File: src/rtl/qspi_sram_responder_if.sv
// Pin-side QSPI signals and the byte-wide RAM port of the QSPI SRAM responder.
// The slave modport is the responder's view; the master modport is the pads/RAM side.
interface qspi_sram_responder_if #(
  parameter int ADDR_W = 17
);
  logic              QSPI_CS_N;
  logic              QSPI_SCK;
  logic [3:0]        QSPI_SIO_I;
  logic [3:0]        QSPI_SIO_O;
  logic [3:0]        QSPI_SIO_E;
  logic [ADDR_W-1:0] MEM_ADDR;
  logic              MEM_RE;
  logic              MEM_WE;
  logic [7:0]        MEM_WDATA;
  logic [7:0]        MEM_RDATA;
  logic              BUSY;

  modport slave (
    input  QSPI_CS_N, QSPI_SCK, QSPI_SIO_I, MEM_RDATA,
    output QSPI_SIO_O, QSPI_SIO_E, MEM_ADDR, MEM_RE, MEM_WE, MEM_WDATA, BUSY
  );

  modport master (
    output QSPI_CS_N, QSPI_SCK, QSPI_SIO_I, MEM_RDATA,
    input  QSPI_SIO_O, QSPI_SIO_E, MEM_ADDR, MEM_RE, MEM_WE, MEM_WDATA, BUSY
  );
endinterface

File: src/rtl/qspi_sram_responder.sv
// Quad-SPI target that emulates an external SRAM: oversamples the QSPI pins in the
// CLK domain, decodes 0xEB (quad read) / 0x38 (quad write) frames and serves a byte RAM.
module qspi_sram_responder #(
  parameter int ADDR_W = 17,
  parameter int DUMMY  = 4
) (
  input logic                  CLK,
  input logic                  RES_N,
  qspi_sram_responder_if.slave bus
);

  localparam logic [2:0] S_IDLE    = 3'd0;
  localparam logic [2:0] S_CMD     = 3'd1;
  localparam logic [2:0] S_ADDR_RD = 3'd2;
  localparam logic [2:0] S_ADDR_WR = 3'd3;
  localparam logic [2:0] S_DUMMY   = 3'd4;
  localparam logic [2:0] S_RDATA   = 3'd5;
  localparam logic [2:0] S_WDATA   = 3'd6;
  localparam logic [2:0] S_IGNORE  = 3'd7;

  logic [1:0] cs_sync_q, sck_sync_q, valid_q;
  logic [3:0] sio_meta_q, sio_sync_q;
  logic       sck_prev_q;
  logic       cs_high, sck_rise, sck_fall;

  // CS_N syncs reset high so BUSY is low and no frame is seen during reset.
  always_ff @(posedge CLK or negedge RES_N) begin
    if (!RES_N) begin
      cs_sync_q  <= 2'b11;
      sck_sync_q <= 2'b00;
      sio_meta_q <= 4'h0;
      sio_sync_q <= 4'h0;
      sck_prev_q <= 1'b0;
      valid_q    <= 2'b00;
    end else begin
      cs_sync_q  <= {cs_sync_q[0], bus.QSPI_CS_N};
      sck_sync_q <= {sck_sync_q[0], bus.QSPI_SCK};
      sio_meta_q <= bus.QSPI_SIO_I;
      sio_sync_q <= sio_meta_q;
      sck_prev_q <= sck_sync_q[1];
      valid_q    <= {valid_q[0], 1'b1};
    end
  end

  assign cs_high  = cs_sync_q[1];
  assign sck_rise = sck_sync_q[1] & ~sck_prev_q;
  assign sck_fall = ~sck_sync_q[1] & sck_prev_q;

  logic [2:0]        state_q, state_d;
  logic [2:0]        nib_q, nib_d;
  logic [3:0]        dcnt_q, dcnt_d;
  logic [ADDR_W-5:0] shift_q, shift_d;
  logic [ADDR_W-1:0] shift_in;
  logic [ADDR_W-1:0] addr_q, addr_d;
  logic [7:0]        rbyte_q, rbyte_d, wdata_q, wdata_d;
  logic [3:0]        sio_o_q, sio_o_d, sio_e_q, sio_e_d;
  logic              rlo_q, rlo_d, cap_q, cap_d, winc_q, winc_d;
  logic              re_q, re_d, we_q, we_d, armed_q, armed_d;

  assign shift_in = {shift_q, sio_sync_q};

  always_comb begin
    state_d = state_q;
    nib_d   = nib_q;
    dcnt_d  = dcnt_q;
    shift_d = shift_q;
    addr_d  = addr_q;
    rbyte_d = rbyte_q;
    wdata_d = wdata_q;
    sio_o_d = sio_o_q;
    sio_e_d = sio_e_q;
    rlo_d   = rlo_q;
    cap_d   = re_q;
    winc_d  = 1'b0;
    re_d    = 1'b0;
    we_d    = 1'b0;
    // Only a CS_N high seen after reset arms the block, so a frame already running is skipped.
    armed_d = armed_q | (valid_q[1] & cs_high);

    if (winc_q) addr_d = addr_q + ADDR_W'(1);
    if (cap_q)  rbyte_d = bus.MEM_RDATA;

    if (cs_high && state_q != S_IDLE) begin
      state_d = S_IDLE;
      nib_d   = 3'd0;
      dcnt_d  = 4'd0;
      rlo_d   = 1'b0;
      sio_o_d = 4'h0;
      sio_e_d = 4'h0;
    end else begin
      case (state_q)
        S_IDLE: begin
          nib_d = 3'd0;
          if (!cs_high && armed_q) state_d = S_CMD;
        end
        S_CMD: if (sck_rise) begin
          shift_d = shift_in[ADDR_W-5:0];
          nib_d   = nib_q + 3'd1;
          if (nib_q == 3'd1) begin
            nib_d = 3'd0;
            case (shift_in[7:0])
              8'hEB:   state_d = S_ADDR_RD;
              8'h38:   state_d = S_ADDR_WR;
              default: state_d = S_IGNORE;
            endcase
          end
        end
        S_ADDR_RD, S_ADDR_WR: if (sck_rise) begin
          shift_d = shift_in[ADDR_W-5:0];
          nib_d   = nib_q + 3'd1;
          if (nib_q == 3'd5) begin
            nib_d  = 3'd0;
            addr_d = shift_in;
            if (state_q == S_ADDR_RD) begin
              re_d    = 1'b1;
              dcnt_d  = 4'd0;
              state_d = S_DUMMY;
            end else begin
              state_d = S_WDATA;
            end
          end
        end
        S_DUMMY: if (sck_rise) begin
          if (dcnt_q == 4'(DUMMY - 1)) begin
            rlo_d   = 1'b0;
            state_d = S_RDATA;
          end else begin
            dcnt_d = dcnt_q + 4'd1;
          end
        end
        // The next byte is fetched as the low nibble goes out and lands two CLKs later.
        S_RDATA: if (sck_fall) begin
          sio_e_d = 4'hF;
          if (!rlo_q) begin
            sio_o_d = rbyte_q[7:4];
            rlo_d   = 1'b1;
          end else begin
            sio_o_d = rbyte_q[3:0];
            rlo_d   = 1'b0;
            addr_d  = addr_q + ADDR_W'(1);
            re_d    = 1'b1;
          end
        end
        S_WDATA: if (sck_rise) begin
          shift_d = shift_in[ADDR_W-5:0];
          if (nib_q == 3'd0) begin
            nib_d = 3'd1;
          end else begin
            nib_d   = 3'd0;
            we_d    = 1'b1;
            wdata_d = shift_in[7:0];
            winc_d  = 1'b1;
          end
        end
        default: ;
      endcase
    end
  end

  always_ff @(posedge CLK or negedge RES_N) begin
    if (!RES_N) begin
      state_q <= S_IDLE;
      nib_q   <= 3'd0;
      dcnt_q  <= 4'd0;
      shift_q <= '0;
      addr_q  <= '0;
      rbyte_q <= 8'h00;
      wdata_q <= 8'h00;
      sio_o_q <= 4'h0;
      sio_e_q <= 4'h0;
      rlo_q   <= 1'b0;
      cap_q   <= 1'b0;
      winc_q  <= 1'b0;
      re_q    <= 1'b0;
      we_q    <= 1'b0;
      armed_q <= 1'b0;
    end else begin
      state_q <= state_d;
      nib_q   <= nib_d;
      dcnt_q  <= dcnt_d;
      shift_q <= shift_d;
      addr_q  <= addr_d;
      rbyte_q <= rbyte_d;
      wdata_q <= wdata_d;
      sio_o_q <= sio_o_d;
      sio_e_q <= sio_e_d;
      rlo_q   <= rlo_d;
      cap_q   <= cap_d;
      winc_q  <= winc_d;
      re_q    <= re_d;
      we_q    <= we_d;
      armed_q <= armed_d;
    end
  end

  assign bus.QSPI_SIO_O = sio_o_q;
  assign bus.QSPI_SIO_E = sio_e_q;
  assign bus.MEM_ADDR   = addr_q;
  assign bus.MEM_RE     = re_q;
  assign bus.MEM_WE     = we_q;
  assign bus.MEM_WDATA  = wdata_q;
  assign bus.BUSY       = ~cs_sync_q[1];

endmodule

File: src/flat_wrapper.sv
// flat-port wrapper written by rule: the top's interface ports become plain ports
module qspi_sram_responder_flat 
#(
  parameter int ADDR_W = 17,
  parameter int DUMMY  = 4
)
  (CLK, RES_N, bus_QSPI_CS_N, bus_QSPI_SCK, bus_QSPI_SIO_I, bus_MEM_RDATA, bus_QSPI_SIO_O, bus_QSPI_SIO_E, bus_MEM_ADDR, bus_MEM_RE, bus_MEM_WE, bus_MEM_WDATA, bus_BUSY);
  qspi_sram_responder_if #(.ADDR_W(ADDR_W)) bus_i ();
  input logic CLK;
  input logic RES_N;
  input wire logic [$bits(bus_i.QSPI_CS_N)-1:0] bus_QSPI_CS_N;
  input wire logic [$bits(bus_i.QSPI_SCK)-1:0] bus_QSPI_SCK;
  input wire logic [$bits(bus_i.QSPI_SIO_I)-1:0] bus_QSPI_SIO_I;
  input wire logic [$bits(bus_i.MEM_RDATA)-1:0] bus_MEM_RDATA;
  output wire logic [$bits(bus_i.QSPI_SIO_O)-1:0] bus_QSPI_SIO_O;
  output wire logic [$bits(bus_i.QSPI_SIO_E)-1:0] bus_QSPI_SIO_E;
  output wire logic [$bits(bus_i.MEM_ADDR)-1:0] bus_MEM_ADDR;
  output wire logic [$bits(bus_i.MEM_RE)-1:0] bus_MEM_RE;
  output wire logic [$bits(bus_i.MEM_WE)-1:0] bus_MEM_WE;
  output wire logic [$bits(bus_i.MEM_WDATA)-1:0] bus_MEM_WDATA;
  output wire logic [$bits(bus_i.BUSY)-1:0] bus_BUSY;
  assign bus_i.QSPI_CS_N = bus_QSPI_CS_N;
  assign bus_i.QSPI_SCK = bus_QSPI_SCK;
  assign bus_i.QSPI_SIO_I = bus_QSPI_SIO_I;
  assign bus_i.MEM_RDATA = bus_MEM_RDATA;
  assign bus_QSPI_SIO_O = bus_i.QSPI_SIO_O;
  assign bus_QSPI_SIO_E = bus_i.QSPI_SIO_E;
  assign bus_MEM_ADDR = bus_i.MEM_ADDR;
  assign bus_MEM_RE = bus_i.MEM_RE;
  assign bus_MEM_WE = bus_i.MEM_WE;
  assign bus_MEM_WDATA = bus_i.MEM_WDATA;
  assign bus_BUSY = bus_i.BUSY;
  qspi_sram_responder #(.ADDR_W(ADDR_W), .DUMMY(DUMMY)) u_core (.CLK(CLK), .RES_N(RES_N), .bus(bus_i));
endmodule
File: config.mk
export PLATFORM = sky130hd
export DESIGN_NAME = qspi_sram_responder_flat
export DESIGN_NICKNAME = d
export VERILOG_FILES = /design/src/rtl/qspi_sram_responder_if.sv /design/src/rtl/qspi_sram_responder.sv /design/src/flat_wrapper.sv
export SDC_FILE = /design/constraint.sdc
export NUM_CORES = 1
export LEC_CHECK = 0
export CAP_MARGIN = 30
export CELL_PAD_IN_SITES_DETAIL_PLACEMENT = 1
export CELL_PAD_IN_SITES_GLOBAL_PLACEMENT = 2
export CORE_MARGIN = 2
export CORE_UTILIZATION = 39
export CTS_CLUSTER_SIZE = 40
export DETAILED_ROUTE_END_ITERATION = 8
export PLACE_DENSITY = 0.81
export SLEW_MARGIN = 0
export SYNTH_ARGS = -nofsm -noshare
export SYNTH_HDL_FRONTEND = slang
export SYNTH_SLANG_ARGS = --single-unit
File: constraint.sdc
create_clock -name CLK -period 4.77 [get_ports CLK]
set_input_delay 0.954 -clock CLK [delete_from_list [all_inputs] [get_ports CLK]]
set_output_delay 0.954 -clock CLK [all_outputs]
set_load 0.005 [all_outputs]
## Word-level counts from Yosys, hierarchy flattened

Cells that the tools add are included.

- Output and inout port bits: 36
- Register bits: 84
- Input port bits: 16
- Logic and storage cells: 132

- Eq/ne operators: 22
- Reductions and logical operators: 21
- $add $sub $neg: 3
- Mux-type cells: 57
- Bitwise operators: 9

Operators by type and width:

| cell | count |
|---|---|
| $mux 17 | 6 |
| $mux 4 | 13 |
| $mux 3 | 14 |
| $pmux 17 s2 | 1 |
| $ne 3x1->1 const B | 10 |
| $pmux 3 s4 | 2 |
| $add 17x1->17 const B | 1 |
| $mux 1 | 16 |
| $eq 3x3->1 const B | 4 |
| $reduce_and 4->1 | 3 |
| $reduce_bool 5->1 | 2 |
| $reduce_bool 3->1 | 3 |
| $eq 8x6->1 const B | 1 |
| $eq 8x8->1 const B | 1 |
| $pmux 4 s2 | 1 |
| $reduce_and 8->1 | 1 |
| $eq 3x1->1 const B | 2 |
| $eq 3x2->1 const B | 2 |
| $logic_not 3->1 | 2 |
| $pmux 3 s2 | 1 |
| $reduce_and 6->1 | 1 |
| $not 1->1 | 5 |
| $add 4x1->4 const B | 1 |
| $eq 4x2->1 const B | 1 |
| other kinds (13) | 18 |

## Logic depth before layout (Yosys ltp)

Gate-level depths: netlist of run 1.

- Word-level depth: 6
- Depth in mapped cells: 8
- Gate-level depth less buffers: 7

## Worst setup path before layout of run 1

OpenSTA, ideal clock, no wires.

- Path kind: register to register
- Start point: register u_core.nib_q[0]
- End point: register u_core.state_q[0]
- Arrival: 1804 ps
- Cell stages (with the launch flop): 7
- Setup time: 125 ps
- Path buffers: 0
- Required time: 4645 ps
- Path slack: 2842 ps
- Period minus slack after synthesis: 1928 ps
- Cell sequence: dfrtp_1 ha_1 nand4b_1 nor2_1 o32ai_1 o21bai_1 mux2_2

- Cells in the longest elaborated chain, start to end: 3
- Elaborated cells between the ends (all ways): 5
- Classes of those cells: 4 x eq/ne; 1 x reduce/logical

Ends and longest elaborated chain:

| what | line | source |
|---|---|---|
| from (decl) | qspi_sram_responder.sv:50 | `logic [2:0] nib_q, nib_d;` |
| from (signal assigned) | qspi_sram_responder.sv:179 | `nib_q <= nib_d;` |
| $eq 3x1->1 or $eq 3x3->1 (tied branches) | qspi_sram_responder.sv:99, qspi_sram_responder.sv:111 |  |
| $ne 3x1->1 (no line) | - |  |
| $reduce_and 8->1 (no line) * | - |  |
| to (signal assigned) | qspi_sram_responder.sv:178 | `state_q <= state_d;` |
| to (decl) | qspi_sram_responder.sv:49 | `logic [2:0] state_q, state_d;` |

Mark *: on every way between the ends. The rest lies on a longest branch, timed or not.
A chain may end at the register's enable or synchronous reset.

## Final worst setup path of run 1

- Start point: register u_core.cs_sync_q[1]
- End point: output port bus_BUSY

- Cells in the longest elaborated chain, start to end: 1

Ends and longest elaborated chain:

| what | line | source |
|---|---|---|
| from (decl) | qspi_sram_responder.sv:21 | `logic [1:0] cs_sync_q, sck_sync_q, valid_q;` |
| from (signal assigned) | qspi_sram_responder.sv:36 | `cs_sync_q <= {cs_sync_q[0], bus.QSPI_CS_N};` |
| $not 1->1 | qspi_sram_responder.sv:202 | `assign bus.BUSY = ~cs_sync_q[1];` |
| to (decl) | flat_wrapper.sv:21 | `output wire logic [$bits(bus_i.BUSY)-1:0] bus_BUSY;` |

No other way between the ends.

==> summary by stage, run 1 <==
Run status
The run finished with clean final reports.

Global routing
The initial antenna violation count is 0. The number of global-route vias before repair is 3489. Global routing finished with a remaining overflow of 0. The overall global routing resource usage is 20.2%.

The maximum number of pins on one net before global-route repair is 73. The wire length of the first global-routing pass is 18100 um.

Timing
Setup repair after global routing left no endpoint under its margin. The final total negative setup slack is 0 ns. The final count of hold timing violations is 0. The clock period minus final worst setup slack is 2.99 ns.

The final number of max-transition violations is 0. In this run the tightest slew margin relative to its limit is 50.2%. The final cycle utilization of the critical path is 62.8%. The setup violation total in the final timing report is 0. For the pin with the worst max-slew slack, the measured transition is 0.747 ns. Clock skew on the completed layout was measured at 0.0117 ns. Timing would allow up to 334 MHz.

Routing
The number of nets still failing antenna checks after routing is 0. The routed length per instance is 18.8 um. The routed wire length is 10700 um. Dividing the detail-routed via count by the number of cells gives 5.69. The total via count after detailed routing is 3227. The first TritonRoute pass finished after 5 iterations. The detailed router finished its first iteration with 164 violations. After detailed routing, the number of remaining DRC violations is 0.

Clock tree
The number of clock sinks is 81. After clock tree synthesis, the setup repair step added 0 buffers. The TritonCTS clock tree is built. The number of H-tree levels is 3. The root buffer selected by CTS is sky130_fd_sc_hd__clkbuf_8. Clock latency on the worst-skew pair, taken at its later pin, is 0.35 ns. The post-cts gate resize count is 0. No sink is reached through more buffers than the 2 on the longest clock path. Counting the buffers created by CTS gives 9.

After clock tree synthesis, the clock-pin slew on the worst setup and hold paths is 0.09 ns. After clock tree synthesis, the flow added hold-fix buffers numbering 0.

Die
The effective utilization at floorplan is 40.0%. The number of primary I/O pins is 52. In this run the core area contains 37 standard-cell rows.

Measured along the x axis, the die boundary spans 107 um. After floorplanning, the core was sized to cover 0.0103 sq mm. The die boundary height is 107 um. The die area is 0.0114 sq mm.

Yosys
The synthesized flop and latch total is 81. The largest family of logic cells by synthesized area is simple AND/OR/NAND/NOR gates. The top flip-flop cell by instance count after synthesis is sky130_fd_sc_hd__dfrtp_1.

The share of the synthesized netlist area taken by xor and xnor gates is 3.20%. The summed instance area of the synthesized netlist is 0.00411 sq mm. The compound-gate portion of the synthesized area is 15.0%. The post-synthesis instance total is 385. The synthesized netlist devotes 1.52% of its cell area to adder and majority cells. The fraction of synthesis flops using an asynchronous set or reset pin is 100%. Averaged over all synthesized cells, the footprint is 10.7 sq um. The count of flip-flops with a built-in enable after synthesis is 0. The number of nets handed over by synthesis was 406.

The sequential-to-total area share from yosys stat is 49.4%. The simple logic cell fraction of the synthesized area is 17.0%. The Yosys warning count is 0.

The count of unique library cells instantiated by Yosys is 67. In the synthesized netlist, mux cells make up 9.93% of the area.

Pwr
The analysis attributes to cell leakage a power of 2.00 nW. Power spread over the standard cell area amounts to 381 mW/mm^2. The largest vdd supply drop is 0.176 mV.

Setup path
The cell type of the slowest stage on the worst timing path is sky130_fd_sc_hd__dfstp_2. STA classifies the critical path startpoint as a flop. The maximum single-stage delay on the critical path is 0.78 ns. STA classifies the critical path endpoint as an output pin.

Along the worst path, the maximum fanout reaches 20. Broken down by cell family, the worst path's largest delay share belongs to buffers and inverters. STA puts the critical path data required time at 3.82 ns. Together, buffers and inverters on the worst path number 2.

The worst setup slack for register-to-register paths is 2.17 ns. The number of cells on the worst reg-to-reg path is 5. For the worst setup path, the data arrival time is 2.04 ns. By startpoint and endpoint, the worst setup path is classified as reg2out. The critical path goes through clkinv_1 > clkdlybuf4s50_1. Counting buffers and inverters, the worst setup path is 2 cells deep.

Layout
Relative to the synthesized area, the layout overhead comes to 19.5%. The layout net count is 447. The top cell types in the final layout, fill and taps aside, are sky130_fd_sc_hd__dfrtp_1, sky130_fd_sc_hd__clkdlybuf4s50_1, sky130_fd_sc_hd__mux2_2. The fraction of layout instances using a drive strength above 1 is 14.2%. The count of cells in the finished layout, fillers not included, comes to 567.

The leading cell type in the layout, fill and taps excluded is sky130_fd_sc_hd__dfrtp_1. The antenna diode instance count is 0.

Worst hold path
The depth of the worst hold-timing path is 0. The worst hold path belongs to the class reg2reg.

Placement
The global placement routability congestion is 0.811. The HPWL reported at the end of detailed placement is 7670 um. After detailed placement, the design holds a cell count of 551. The total of buffers placed on input and output ports is 51.

Job
The tool flagged a number of max-cap violations equal to 0.
-- through the flow --
stage          instance area, sq um  power, mW  hold slack (ns)  setup slack [ns]  utilization, %
2_1_floorplan                  4110       1.19            0.331              2.84               -
3_3_place_gp                   4670       1.34            0.332              2.22            45.4
3_5_place_dp                   4700       1.35            0.336              2.19            45.7
4_1_cts                        4910       1.89            0.358              1.79            47.8
5_1_grt                        4910       1.99            0.367              1.66            47.8
6_report                       4910       1.87            0.354              1.78            47.8
-- path summary, 6_finish.rpt --
kind / to / from
min: u_core.sio_sync_q[0] / u_core.sio_meta_q[0]
min reg2reg: u_core.sio_sync_q[0] / u_core.sio_meta_q[0]
max reg2reg: u_core.bus.MEM_ADDR[0] / u_core.state_q[1]
max in group asynchronous: u_core.cs_sync_q[0] / RES_N
min in group asynchronous: u_core.bus.MEM_ADDR[15] / RES_N
max: bus_BUSY / u_core.cs_sync_q[1]
-- synth_stat cells (all sizes together) (3+ instances only) --
cell | n | share of area (%)
a211oi | 5 | 0.91
a21oi | 19 | 2.3
a22o | 4 | 0.85
a22oi | 4 | 0.73
a41oi | 3 | 0.64
and3 | 7 | 1.1
and4 | 3 | 0.64
buf | 16 | 2.4
clkbuf | 7 | 0.64
dfrtp | 79 | 48
ha | 5 | 1.5
inv | 9 | 0.82
mux2 | 30 | 8.2
mux2i | 7 | 1.7
nand2 | 22 | 2.0
nand2b | 6 | 0.91
nand3 | 16 | 1.9
nand3b | 3 | 0.55
nand4 | 4 | 0.61
nor2 | 29 | 2.8
nor2b | 5 | 0.76
nor3 | 11 | 1.6
nor4 | 5 | 1.3
o211ai | 4 | 0.73
o21a | 4 | 0.73
o21ai | 18 | 2.2
o22ai | 3 | 0.46
o32ai | 3 | 0.82
xnor2 | 8 | 1.7
xor2 | 7 | 1.5
-- sequential cells by signal, indices dropped and copies added (netlist names), 4 cells and up --
register	flops
u_core.dcnt_q	4
u_core.bus.MEM_WDATA	8
u_core.bus.QSPI_SIO_O	4
u_core.sio_meta_q	4
u_core.shift_q	13
u_core.bus.MEM_ADDR	17
u_core.rbyte_q	8
u_core.sio_sync_q	4
-- worst reg2reg max path, stage by stage (launching register included) --
cell	delay (ns)
sky130_fd_sc_hd__dfrtp_1	0.76
sky130_fd_sc_hd__or3b_2	0.56
sky130_fd_sc_hd__nor2_2	0.52
sky130_fd_sc_hd__o21ai_0	0.19
sky130_fd_sc_hd__nor2b_1	0.17
sky130_fd_sc_hd__a221o_1	0.27
-- cells by family after synthesis --
group	Yosys count
AO/OA/AOI/OAI	89
XOR/XNOR	15
adder cells (fa/ha/maj)	5
buffers and inverters	33
flip-flops	81
multiplexers	37
other	1
AND/OR/NAND/NOR	124
-- per-layer routing --
metal  wire length, um  vias to the layer above  share of wire, %  track usage (%)
met5                 0                        -                 0                0
met4               167                        0               1.6             6.12
met3               449                       13               4.2             3.10
met2              5000                       80                47             32.6
met1              5070                     1640                47             28.3
li1                  -                     1494                 -                -
-- where the power goes --
part / switching [mW] / total (mW) / internal, mW / leakage (nW)
Sequential: 0.159 / 0.940 / 0.781 / 1.06
Combinational: 0.189 / 0.394 / 0.205 / 0.838
Clock: 0.275 / 0.538 / 0.264 / 0.101
-- area by class of cell --
type	count	area [sq um]
clock inverters	6	73.8
multi-input cells	271	1920
repair buffers	53	543
fillers	1164	5370
flip-flops and latches	81	2030
well taps	136	170
inverters	10	37.5
clock buffers	10	138
No activity file was read; power rests on OpenSTA's default activity.
==> inputs of run 2 (changes only) <==
--- a/config.mk
+++ b/config.mk
@@ -9,10 +9,10 @@
 export CELL_PAD_IN_SITES_DETAIL_PLACEMENT = 1
 export CELL_PAD_IN_SITES_GLOBAL_PLACEMENT = 2
 export CORE_MARGIN = 2
-export CORE_UTILIZATION = 39
+export CORE_UTILIZATION = 36
 export CTS_CLUSTER_SIZE = 40
 export DETAILED_ROUTE_END_ITERATION = 8
-export PLACE_DENSITY = 0.81
+export PLACE_DENSITY = 0.75
 export SLEW_MARGIN = 0
 export SYNTH_ARGS = -nofsm -noshare
 export SYNTH_HDL_FRONTEND = slang
==> constraint.sdc (replaced) <==
create_clock -name CLK -period 3.13 [get_ports CLK]
set_input_delay 0.626 -clock CLK [delete_from_list [all_inputs] [get_ports CLK]]
set_output_delay 0.626 -clock CLK [all_outputs]
set_load 0.005 [all_outputs]
==> summary by stage, run 2 (same netlist as run 1, synthesis figures left out) <==
Setup path
On the worst path, the slowest cell contributes a delay of 0.77 ns. STA puts the critical path data required time at 2.50 ns. The number of cells on the worst reg-to-reg path is 5. STA classifies the critical path startpoint as a flop. The data arrival time of the worst path is 2.03 ns. The maximum net fanout on the critical path is 20. The type of the worst setup path is reg2out.

The type of element capturing the critical path is an output pin. The signal on the critical path passes through clkinv_1 > clkdlybuf4s50_1. The largest individual stage delay along the critical path comes from the cell sky130_fd_sc_hd__dfstp_2.

Layout
The signed area change from the synthesized netlist to the final layout is 22.0%. The flip-flop count of the largest register, all copies and words added is 17. The repair_antennas step left the layout with diodes totalling 0. The finished cells cover 0.00501 sq mm. Cells with a size suffix above 1 make up 14.5% of the layout. The count of cells in the finished layout, fillers not included, comes to 578.

Leaving out fill and tap cells, the most frequent cells in the layout are sky130_fd_sc_hd__dfrtp_1, sky130_fd_sc_hd__clkdlybuf4s50_1, sky130_fd_sc_hd__mux2_2. Leaving out fill and tap cells, the most frequent cell in the layout is sky130_fd_sc_hd__dfrtp_1. After the last flow step, the layout net total stands at 451.

Pwr
The static leakage is 2.04 nW. VDD sags by at most 0.272 mV. The switching power is 966 uW.

Per report_power, the sequential group accounts for 46.9% of the total. The share of total power dissipated in the clock network is 32.7%. The overall power consumption is 3.06 mW. Cell internal power was estimated by the tool at 2.09 mW. In this run the power density over the cells is 611 mW/mm^2.

The power share of the combinational group is 20.4%. In this run switching power makes up 31.6% of total power.

Global routing
Entering global routing, the biggest net connects 45 pins. In the global route stage, overall resource usage came out at 18.7%. The wire length of the first global-routing pass is 18200 um. The number of global-route vias before repair is 3412. The initial antenna violation count was 0. The final global-route overflow total is 0.

Routing
Wire segments on met2 add up to 5360 um in the final route. After detailed routing, the average wire length per cell comes to 19.2 um. The number of nets still failing antenna checks after routing is 0.

After detailed routing, the number of vias per cell comes to 5.58. The routed wire length is 11100 um. Before antenna repair, the detailed router went through 4 iterations.

The detailed router finished its first iteration with 259 violations. The post-route met1 wirelength is 5000 um. The routed layout has 3228 vias. Summed over all nets, wire length on met3 after detailed routing comes to 599 um.

The highest layer touched by signal routing is met4. In the routed design, unresolved DRC markers number 0.

Placement
Port buffering added 51 buffers. At the end of routability-driven placement, the weighted congestion stood at 0.803. The number of cells after detailed placement is 562. The HPWL reported at the end of detailed placement is 8000 um. The placed instances occupy a cell area of 0.00473 sq mm.

Worst hold path
The type of the most critical hold path is in2async.

Timing
The clock period could shrink to 2.66 ns. Setup repair after global routing left no endpoint under its margin. The setup violation total in the final timing report is 0. The peak clock frequency supported by timing is 376 MHz. The final cycle utilization of the critical path is 85.0%. The worst setup skew after layout is 0.00474 ns. At the pin with the least slew margin, the transition time is 0.770 ns.

Summed over all failing endpoints, the final setup total negative slack is 0 ns. The headroom to the max-slew limit is 48.6%. The final number of max-transition violations came to 0. The final count of hold timing violations is 0.

Clock tree
The number of H-tree levels is 3. The tree is rooted in a sky130_fd_sc_hd__clkbuf_16. Buffers inserted to repair hold after CTS numbered 0. Clock tree synthesis found a total of 81 sinks. Clock-pin slew was measured on the worst setup and hold paths at 0.06 ns.

The number of buffers created by CTS is 9. TritonCTS built the clock tree. The number of buffers added for setup after CTS is 0.

The clock insertion delay at the later pin of the skew report is 0.33 ns. The maximum count of clock buffers along a single path is 2. The post-cts gate resize count is 0.

Die
The die is 111 um wide. The number of primary I/O pins is 52. The effective utilization at floorplan is 36.4%. The total core area is 0.0113 sq mm.

The count of standard-cell rows is 39. The die boundary height is 111 um. The die area is 0.0123 sq mm.

Run status
The flow ran to the end, and the final reports show no timing, DRC or antenna violations.

Job
The number of violations of the max-capacitance limit is 0.
run 2: layout make-up:
type / instances / area, sq um
fill: 1253 / 6260
timing repair buffer: 57 / 566
clock inverter: 3 / 23.8
multi-input combinational: 271 / 1920
inverter: 10 / 37.5
clock buffer: 13 / 260
tap: 143 / 179
sequential: 81 / 2030
run 2: path summary, 6_finish.rpt:
kind,startpoint,end,slack [ns]
worst max-delay path,u_core.cs_sync_q[1],bus_BUSY,0.47
worst min-delay path,RES_N,u_core.dcnt_q[1],0.26
worst max register to register,u_core.state_q[2],u_core.state_q[0],0.76
worst min register to register,u_core.valid_q[0],u_core.valid_q[1],0.35
max in group asynchronous,RES_N,u_core.shift_q[1],2.26
min in group CLK,u_core.valid_q[0],u_core.valid_q[1],0.35
run 2: layer usage:
layer  vias to the layer above  track usage [%]
met3                         9             4.21
met2                        86             30.9
met5                         -                0
li1                       1511                -
met4                         0             5.33
met1                      1622             24.7
run 2: power by group through the flow:
stage          Clock (mW)  Combinational, mW  Sequential (mW)
3_5_place_dp            0              0.623             1.45
2_1_floorplan           0              0.501             1.31
5_1_grt              1.09              0.694             1.46
6_report             1.00              0.624             1.44
4_1_cts              1.03              0.631             1.43
3_3_place_gp            0              0.610             1.45
run 2: stage by stage:
step                      hold slack [ns]  setup slack (ns)  util, %
final                               0.263             0.470     44.5
after global routing                0.290             0.364     44.5
after CTS                           0.279             0.440     44.5
after detailed placement            0.336             0.795     41.9
after global placement              0.332             0.840     41.9
after floorplan                     0.330              1.20        -
run 2: critical path, delay by kind of cell, from the launching register on:
| family | cells | cell delay [ns] |
|---|---|---|
| buffers and inverters | 2 | 0.93 |
| flip-flops | 1 | 0.77 |
==> inputs of run 3 (changes only) <==
--- a/config.mk
+++ b/config.mk
@@ -9,10 +9,10 @@
 export CELL_PAD_IN_SITES_DETAIL_PLACEMENT = 1
 export CELL_PAD_IN_SITES_GLOBAL_PLACEMENT = 2
 export CORE_MARGIN = 2
-export CORE_UTILIZATION = 36
+export CORE_UTILIZATION = 33
 export CTS_CLUSTER_SIZE = 40
 export DETAILED_ROUTE_END_ITERATION = 8
-export PLACE_DENSITY = 0.75
+export PLACE_DENSITY = 0.73
 export SLEW_MARGIN = 0
 export SYNTH_ARGS = -nofsm -noshare
 export SYNTH_HDL_FRONTEND = slang
==> constraint.sdc (replaced) <==
create_clock -name CLK -period 2.4 [get_ports CLK]
set_input_delay 0.48 -clock CLK [delete_from_list [all_inputs] [get_ports CLK]]
set_output_delay 0.48 -clock CLK [all_outputs]
set_load 0.005 [all_outputs]
==> summary by stage, run 3 (same netlist as run 1, synthesis figures left out) <==
Clock tree
The clock reaches the later pin of the worst-skew pair after 0.35 ns. Clock-pin slew was measured on the worst setup and hold paths at 0.06 ns. For this design, the CTS-stage hold fixing added 0 buffers. The number of buffers created by CTS is 9.

The root buffer selected by CTS is sky130_fd_sc_hd__clkbuf_16. The number of H-tree levels is 3. The TritonCTS clock tree is built. The clock drives 81 sinks. The maximum count of clock buffers along a single path is 2.

Die
The die is 116 um tall. The floorplan step defined a core boundary enclosing 0.0121 sq mm. The die is 116 um wide. The count of standard-cell rows is 40. The floorplan step defined a die boundary enclosing 0.0134 sq mm. 52 I/O pins were placed. Once the floorplan was initialized, standard cells occupied 34.1% of the core.

Setup path
The worst register-to-register path ends at u_core.bus.MEM_ADDR[11]. The start point of the critical path is u_core.cs_sync_q[1]. The startpoint kind of the worst setup timing path is a flop. STA classifies the critical path endpoint as an output pin. In this run the critical register-to-register path is launched from u_core.state_q[1]. The worst setup path is of the reg2out kind. For the worst flop-to-flop path, the logic depth is 6. Along the worst path, the maximum fanout reaches 12. The cell type of the slowest stage on the worst timing path is sky130_fd_sc_hd__dfstp_2. The data arrival time of the worst path is 1.81 ns.

The signal on the critical path passes through clkinv_2 > clkdlybuf4s50_1. The maximum single-stage delay on the critical path is 0.72 ns. The worst register-to-register path has a setup slack of 0.21 ns.

For the worst setup path, the data required time is 1.92 ns.

Global routing
Summed over all layers, the global routing overflow is 0. Entering global routing, the biggest net connects 42 pins. The initial antenna violation count was 0. The number of global-route vias before repair is 3429. The wire length of the first global-routing pass is 18600 um. The overall global routing resource usage is 18.1%.

Timing
Clock skew on the completed layout was measured at 0.0116 ns. Setup violations remaining at the end of the flow were counted as 0. The headroom to the max-slew limit is 59.3%. Setup repair after global routing left no endpoint under its margin.

The clock period minus final worst setup slack is 2.29 ns. The final count of hold timing violations is 0. The hold slack is 0.124 ns. The final total negative setup slack is 0 ns. The final critical path takes up 95.3% of the cycle. The final number of max-transition violations is 0. The pin slew with the least headroom to its limit is 0.605 ns. The peak clock frequency supported by timing is 437 MHz.

Placement
Summing all placed instances gives a cell area of 0.00482 sq mm. The global placement routability congestion is 0.847. Input and output buffers added on the ports amount to 51. The wire-length estimate of the detail-placed layout is 8290 um.

Routing
Using the TritonRoute via totals, the vias-per-cell ratio works out to 5.29. The routed length per instance is 18.4 um. The number of detailed-routing iterations run before antenna repair is 4. The count of unresolved DRC violations after routing is 0. The total via count after detailed routing is 3233. The number of nets still failing antenna checks after routing is 0. The routed wire length is 11200 um. For this block, the initial DRC count from the detailed router was 199.

Worst hold path
The type of the most critical hold path is in2async.

Run status
The run finished with clean final reports.

Layout
The layout net count is 459. With fillers left out, the area of the finished cells amounts to 0.00516 sq mm. The fraction of layout instances using a drive strength above 1 is 16.7%. The filler cell count in the final layout is 1312. The library cells used most frequently in the layout, excluding fill and tap cells, are sky130_fd_sc_hd__dfrtp_1, sky130_fd_sc_hd__clkdlybuf4s50_1, sky130_fd_sc_hd__mux2_2. The flip-flop count of the largest register, all copies and words added is 17. The number of antenna diodes in the final layout is 0. The leading cell type in the layout, fill and taps excluded is sky130_fd_sc_hd__dfrtp_1.

Relative to the synthesized area, the layout overhead comes to 25.6%. For this run, the share of the core covered by cells in the final layout is 42.8%.

Pwr
IR analysis of the VDD net gives a maximum drop of 0.384 mV. Dividing total power by cell area gives a power density of 828 mW/mm^2. The static leakage is 2.12 nW. The overall power consumption is 4.27 mW.

Job
The number of violations of the max-capacitance limit is 0.
[run 3: worst max-delay path: cells and delay by family (launching register included)]
kind | cells | cell delay, ns
flip-flops | 1 | 0.72
buffers and inverters | 2 | 0.75
[run 3: where the power goes]
group	internal (mW)	leakage [nW]	total, mW	switching, mW
Clock	0.957	0.166	1.55	0.598
Sequential	1.56	1.06	1.82	0.266
Combinational	0.438	0.897	0.892	0.455
Total	2.95	2.12	4.27	1.32
[run 3: layer usage]
metal | global-route usage (%) | wire length [um]
met5 | 0 | 0
met4 | 6.18 | 174
met3 | 2.82 | 441
met2 | 30.1 | 5340
met1 | 24.3 | 5270
[run 3: per-stage QoR]
| stage | setup slack, ns | std cells |
|---|---|---|
| 2_1_floorplan | 0.472 | 385 |
| 3_3_place_gp | 0.256 | 595 |
| 3_5_place_dp | 0.246 | 595 |
| 4_1_cts | 0.0940 | 611 |
| 5_1_grt | 0.0578 | 611 |
| 6_report | 0.113 | 611 |
[run 3: what timing repair did]
item | in CTS | in global routing
gates resized for setup | 1 | 0
buffers inserted | 0 | 0
setup endpoints to repair | 1 | 0
[run 3: layout make-up]
class	instances	area [sq um]	area share [%]
inverters	10	38.8	0.752
clock buffers	10	239	4.63
multi-input cells	271	1920	37.2
clock inverters	6	97.6	1.89
well taps	168	210	4.08
flip-flops and latches	81	2030	39.3
repair buffers	65	626	12.1
[run 3: worst max path at each step]
stage	cells past startpoint	slack, ns	end
floorplan	6	0.47	u_core.state_q[0]
global route	2	0.06	bus_BUSY
global placement	4	0.26	u_core.state_q[0]
CTS	2	0.09	bus_BUSY
detailed placement	6	0.25	u_core.bus.MEM_ADDR[11]
finish	2	0.11	bus_BUSY
